### config.mk
export PLATFORM = sky130hd
export DESIGN_NAME = trap_controller
export DESIGN_NICKNAME = d
export VERILOG_FILES = /design/src/rtl/trap_controller.sv
export SDC_FILE = /design/constraint.sdc
export NUM_CORES = 1
export LEC_CHECK = 0
export CAP_MARGIN = 5
export CORE_MARGIN = 1
export CORE_UTILIZATION = 50
export DETAILED_ROUTE_END_ITERATION = 6
export DONT_BUFFER_PORTS = 1
export MAX_ROUTING_LAYER = met4
export SLEW_MARGIN = 20
export SYNTH_ARGS = -nofsm -noshare
export SYNTH_HDL_FRONTEND = slang
export SYNTH_SLANG_ARGS = --single-unit
export TNS_END_PERCENT = 50
### constraint.sdc
create_clock -name clock -period 1.8 [get_ports clock]
set_input_delay 0.36 -clock clock [delete_from_list [all_inputs] [get_ports clock]]
set_output_delay 0.36 -clock clock [all_outputs]
set_load 0.005 [all_outputs]
### src/rtl/trap_controller.sv
// ---------------------------------------------------------------------------
// trap_controller
//
// Arbitrates pipeline exceptions, MRET and (optionally) the external
// interrupt. It then sequences the trap: one FLUSH cycle, one REDIRECT
// cycle and one WAIT cycle before events are accepted again.
//
// Configuration macro:
//   TRAP_INTERRUPT_EN - when defined, a sticky pending-interrupt latch is
//                       built. It sets on `interrupt` and is taken in IDLE
//                       when `mstatusMIE`=1 and no other event is present.
//                       When undefined, `interrupt` and `mstatusMIE` are
//                       ignored and `mcauseInterrupt` is always 0.
//
// Ports:
//   clock, reset                  rising-edge clock, sync active-high reset
//   decodeExceptionValid/Cause    decode/execute-stage exception
//   executeExceptionValid/Cause   execute/memory-stage exception
//   memoryExceptionValid/Cause    memory/writeback-stage exception
//   mretValid                     MRET resolving this cycle
//   interrupt, mstatusMIE         interrupt line (level) and global enable
//   trapVector, mepc              MTVEC / MEPC from the CSR file
//   controlReset                  CSR capture pulse (acceptance cycle only)
//   mcause, mcauseInterrupt       cause of the trap being accepted
//   flush                         kill all in-flight stages (FLUSH state)
//   redirectValid, redirectPC     fetch redirect (REDIRECT state)
//   busy                          FSM not in IDLE
//   debug_state                   current FSM state encoding
//
// Handshake: events are single-cycle qualifiers with no ready signal. An
// event is consumed only in the cycle it is presented while the FSM is in
// IDLE; anything presented in FLUSH, REDIRECT or WAIT is dropped. The
// pending-interrupt latch is the only exception to that rule.
// ---------------------------------------------------------------------------
module trap_controller (
  input  logic        clock,
  input  logic        reset,
  input  logic        decodeExceptionValid,
  input  logic [3:0]  decodeCause,
  input  logic        executeExceptionValid,
  input  logic [3:0]  executeCause,
  input  logic        memoryExceptionValid,
  input  logic [3:0]  memoryCause,
  input  logic        mretValid,
  input  logic        interrupt,
  input  logic        mstatusMIE,
  input  logic [31:0] trapVector,
  input  logic [31:0] mepc,
  output logic        controlReset,
  output logic [3:0]  mcause,
  output logic        mcauseInterrupt,
  output logic        flush,
  output logic        redirectValid,
  output logic [31:0] redirectPC,
  output logic        busy,
  output logic [1:0]  debug_state
);

  typedef enum logic [1:0] {
    IDLE     = 2'd0,
    FLUSH    = 2'd1,
    REDIRECT = 2'd2,
    WAIT     = 2'd3
  } state_t;

  state_t      state;
  logic [31:0] target;

  logic        accept_exc;
  logic        accept_mret;
  logic        accept_irq;
  logic [3:0]  sel_cause;
  logic        irq_take;

  // The vector is word-aligned on redirect, so its mode bits are dropped.
  logic unused_vec_bits;
  assign unused_vec_bits = ^trapVector[1:0];

`ifdef TRAP_INTERRUPT_EN
  logic irq_pending;

  assign irq_take = irq_pending & mstatusMIE;

  // A new assertion wins over the clear, so a line still held high when it
  // is taken gets taken again after the sequence finishes.
  always_ff @(posedge clock) begin
    if (reset) begin
      irq_pending <= 1'b0;
    end else if (interrupt) begin
      irq_pending <= 1'b1;
    end else if (accept_irq) begin
      irq_pending <= 1'b0;
    end
  end
`else
  logic unused_irq_inputs;
  assign unused_irq_inputs = interrupt ^ mstatusMIE;
  assign irq_take          = 1'b0;
`endif

  // Priority arbitration; only active in IDLE. Reset suppresses acceptance
  // so no capture pulse escapes while the controller is being cleared.
  always_comb begin
    accept_exc  = 1'b0;
    accept_mret = 1'b0;
    accept_irq  = 1'b0;
    sel_cause   = 4'h0;
    if (state == IDLE && !reset) begin
      if (memoryExceptionValid) begin
        accept_exc = 1'b1;
        sel_cause  = memoryCause;
      end else if (executeExceptionValid) begin
        accept_exc = 1'b1;
        sel_cause  = executeCause;
      end else if (decodeExceptionValid) begin
        accept_exc = 1'b1;
        sel_cause  = decodeCause;
      end else if (mretValid) begin
        accept_mret = 1'b1;
      end else if (irq_take) begin
        accept_irq = 1'b1;
        sel_cause  = 4'hB;
      end
    end
  end

  always_ff @(posedge clock) begin
    if (reset) begin
      state  <= IDLE;
      target <= 32'h0;
    end else begin
      case (state)
        IDLE: begin
          if (accept_exc || accept_irq) begin
            state  <= FLUSH;
            target <= {trapVector[31:2], 2'b00};
          end else if (accept_mret) begin
            state  <= FLUSH;
            target <= mepc;
          end
        end
        FLUSH:    state <= REDIRECT;
        REDIRECT: state <= WAIT;
        WAIT:     state <= IDLE;
        default:  state <= IDLE;
      endcase
    end
  end

  assign controlReset    = accept_exc | accept_irq;
  assign mcause          = sel_cause;
  assign mcauseInterrupt = accept_irq;
  assign flush           = (state == FLUSH);
  assign redirectValid   = (state == REDIRECT);
  assign redirectPC      = redirectValid ? target : 32'h0;
  assign busy            = (state != IDLE);
  assign debug_state     = state;

endmodule

==> summary.txt <==
Outcome
  – Status: finished clean

Place
  – Port bufs: 0
  – RD Place Congestion: 0.717
  – Post-DP HPWL: 3.59 mm

Synth
  – Synth Area in XOR/XNOR: 0
  – Ys Warns: 0
  – Synthesis-stage register bit count: 34
  – Mux contribution to synthesized area: 0.0104
  – Register area share after synthesis: 0.353
  – Async set-or-reset flop fraction in the synthesized netlist: 0
  – Synthesized netlist cell count: 254
  – Synth top area share: 0.353
  – Post-synth EDFFs: 0
  – Post-Synth Simple-Gate Area: 0.340
  – Library cells used by synthesis: 30
  – Compound-cell area share of the yosys netlist: 0.202
  – Synth cell count leaders: nand3_1 (46), dfxtp_1 (34), and2_1 (32)
  – Adder-Cell Fraction of Synth Area: 0.0259
  – Synthesized cell area: 0.00193 mm^2
  – Count leader, synth: nand3_1
  – Area contributors post-synth: dfxtp_1 (35%), nand3_1 (12%), and2_1 (10%)
  – Avg Inst Size Synth: 7.60 um^2
  – Synth Net Count: 342
  – Cell taking the most area after synthesis: dfxtp_1
  – Combinational family with the most area after synthesis: simple AND/OR/NAND/NOR gates
  – Post-synth top flop: dfxtp_1

Worst setup path
  – Crit-path max FO: 17
  – CP Class: flip-flop to primary output
  – CP delay by family, top: flip-flops
  – CP max stage delay: 0.38 ns
  – Critical R2R Capture: debug_state[1]$_SDFFE_PP0P_
  – Sum of buffers and inverters on the critical path: 2
  – R2r startpoint: debug_state[0]$_SDFFE_PP0P_
  – Reg2Reg Depth: 6
  – CP cell instances: inv_2, ha_1, buf_4, and2_1
  – WP data arrival: 1.35 ns
  – Critical Path Sink Type: primary output
  – CP Launch Type: flip-flop
  – CP max stage cell: dfxtp_1
  – CP Data Required Time: 1.44 ns
  – Reg-to-reg setup timing slack: 0.23 ns

Pwr
  – Switching share of power: 0.310
  – P per Cell Area: 1030 mW/mm^2
  – Total power: 2180 uW
  – Part of the power in registers: 0.417
  – Clock power frac: 0.307
  – Lkg Pwr: 0.000709 uW
  – Power share of the combinational group: 0.276
  – VDD IR max: 475 uV
  – Switch Pwr: 675 uW
  – Internal: 1510 uW

Floorplan
  – Core Region: 0.00369 mm^2
  – Initial Util: 0.523
  – Row count: 22
  – Die outline area: 0.00411 mm^2
  – Die H: 64.1 um
  – Die width: 64.1 um
  – Io pins: 127

Routing
  – Via count: 1912
  – Initial DRC count: 87
  – Vias per cell: 6.46
  – DRC: 0
  – Drt pass-1 iters: 4
  – Total Routed Length: 5.20 mm
  – Routed length per instance: 17.6 um
  – Antenna viol nets, final: 0

Final layout
  – Layout filler cell count: 353
  – Antenna cells: 0
  – Final-stage net count: 335
  – Area occupied by multi-input gates: 0.00116 mm^2
  – Fin util: 0.575
  – Reg area: 681 um^2
  – Area delta synth->final: 9.86%
  – Layout cell share with drive strength beyond 1: 0.129

Worst hold path
  – Worst hold endpoint: target[24]$_SDFFE_PP0P_
  – Beginning of the worst hold path: reset
  – Worst Hold Class: input port to flip-flop
  – Hold path depth: 1

CTS
  – H-Tree Depth: 2
  – CTS tree: done
  – Clock Pin Slew Worst Setup and Hold Paths: 0.06 ns
  – Worst skew pair latency: 0.28 ns
  – Cts hold-fix bufs: 0
  – Number of clock sinks: 34
  – CTS buffer count: 5
  – Clk root buf: clkbuf_8
  – Post-CTS Setup Inserts: 0
  – Maximum buffer depth of the clock tree: 2

Global routing
  – Initial antenna violation count: 0
  – Remaining Overflow, GRT: 0
  – Vias in the first global route: 1780
  – First-pass GRT wire length: 8.23 mm
  – All-Layer GR Usage: 0.267
  – Largest net degree at the start of global routing: 40

STA
  – Slew Viols, Final: 0
  – Post-route minimum period: 1.71 ns
  – Final setup vio count: 0
  – Clock Skew: 0.00348 ns
  – Setup TNS: 0 ns
  – Unrepaired setup endpoints after global routing: no
  – Achievable Freq: 585 MHz
  – Final period util: 0.949
  – Endpoints failing hold: 0

Flow run
  – Max_cap viols: 0
state kept, by name, indices dropped and copies added, names as in the netlist:
name         flops
target          32
debug_state      2
cells by family after synthesis:
group / count (synthesis)
flip-flops: 34
other: 1
buffers and inverters: 31
adder cells (fa/ha/maj): 4
AND/OR/NAND/NOR: 119
AO/OA/AOI/OAI: 63
multiplexers: 2
cells in the final DEF, fill, tap and decap left out, types with 3 or more instances in the layout:
cell and count:
nor3_2 4, inv_2 3, a311oi_1 6, nor3_1 9, a221oi_1 4, buf_4 13
nor2b_1 4, o21ai_0 22, clkbuf_8 5, a31oi_1 24, dfxtp_1 34, and2_1 32
nand3_1 46, nand2_1 12, ha_1 3, o21ai_1 3
repair_timing:
item | in CTS | in global routing
resized for setup | 7 | 3
endpoints found under the setup margin | 5 | 35
gates cloned | 0 | 0
power by group through the flow:
stage          clock network (uW)  logic, uW  registers (uW)
2_1_floorplan                   0        437             906
5_1_grt                       733        670             922
4_1_cts                       698        601             905
3_3_place_gp                    0        547             916
3_5_place_dp                    0        569             922
6_report                      669        603             908
final cells by class:
cell class,count,area share
repair buffers,13,0.0460
well taps,48,0.0283
clock inverters,1,0.0142
multi-input cells,189,0.547
inverters,4,0.00708
clock buffers,7,0.0360
flip-flops and latches,34,0.321
worst max-delay path by stage:
stage | endpoint | startpoint | slack [ns] | cells past startpoint
after floorplan | mcause[0] | debug_state[0]$_SDFFE_PP0P_ | 0.07 | 6
after global placement | debug_state[1]$_SDFFE_PP0P_ | debug_state[0]$_SDFFE_PP0P_ | 0.17 | 6
after detailed placement | debug_state[1]$_SDFFE_PP0P_ | debug_state[1]$_SDFFE_PP0P_ | 0.07 | 6
after CTS | controlReset | debug_state[0]$_SDFFE_PP0P_ | 0.002 | 5
after global routing | controlReset | debug_state[1]$_SDFFE_PP0P_ | 0.01 | 5
final | redirectPC[31] | debug_state[0]$_SDFFE_PP0P_ | 0.09 | 4
per-layer routing:
layer  track usage  part of all wire
met2         0.440              0.47
met4        0.0861             0.014
met5             -                 0
met1         0.309              0.41
met3        0.0821              0.11
stage by stage:
stage	worst slack, ns	hold WS [ns]	std cells	instance area [um^2]
3_3_place_gp	0.174	0.434	288	1980
6_report	0.0916	0.138	296	2120
4_1_cts	0.00182	0.128	296	2120
5_1_grt	0.0105	0.117	296	2120
3_5_place_dp	0.0659	0.434	288	1980
2_1_floorplan	0.0664	0.456	254	1930
Note: power is estimated with default switching activity, not from simulation.
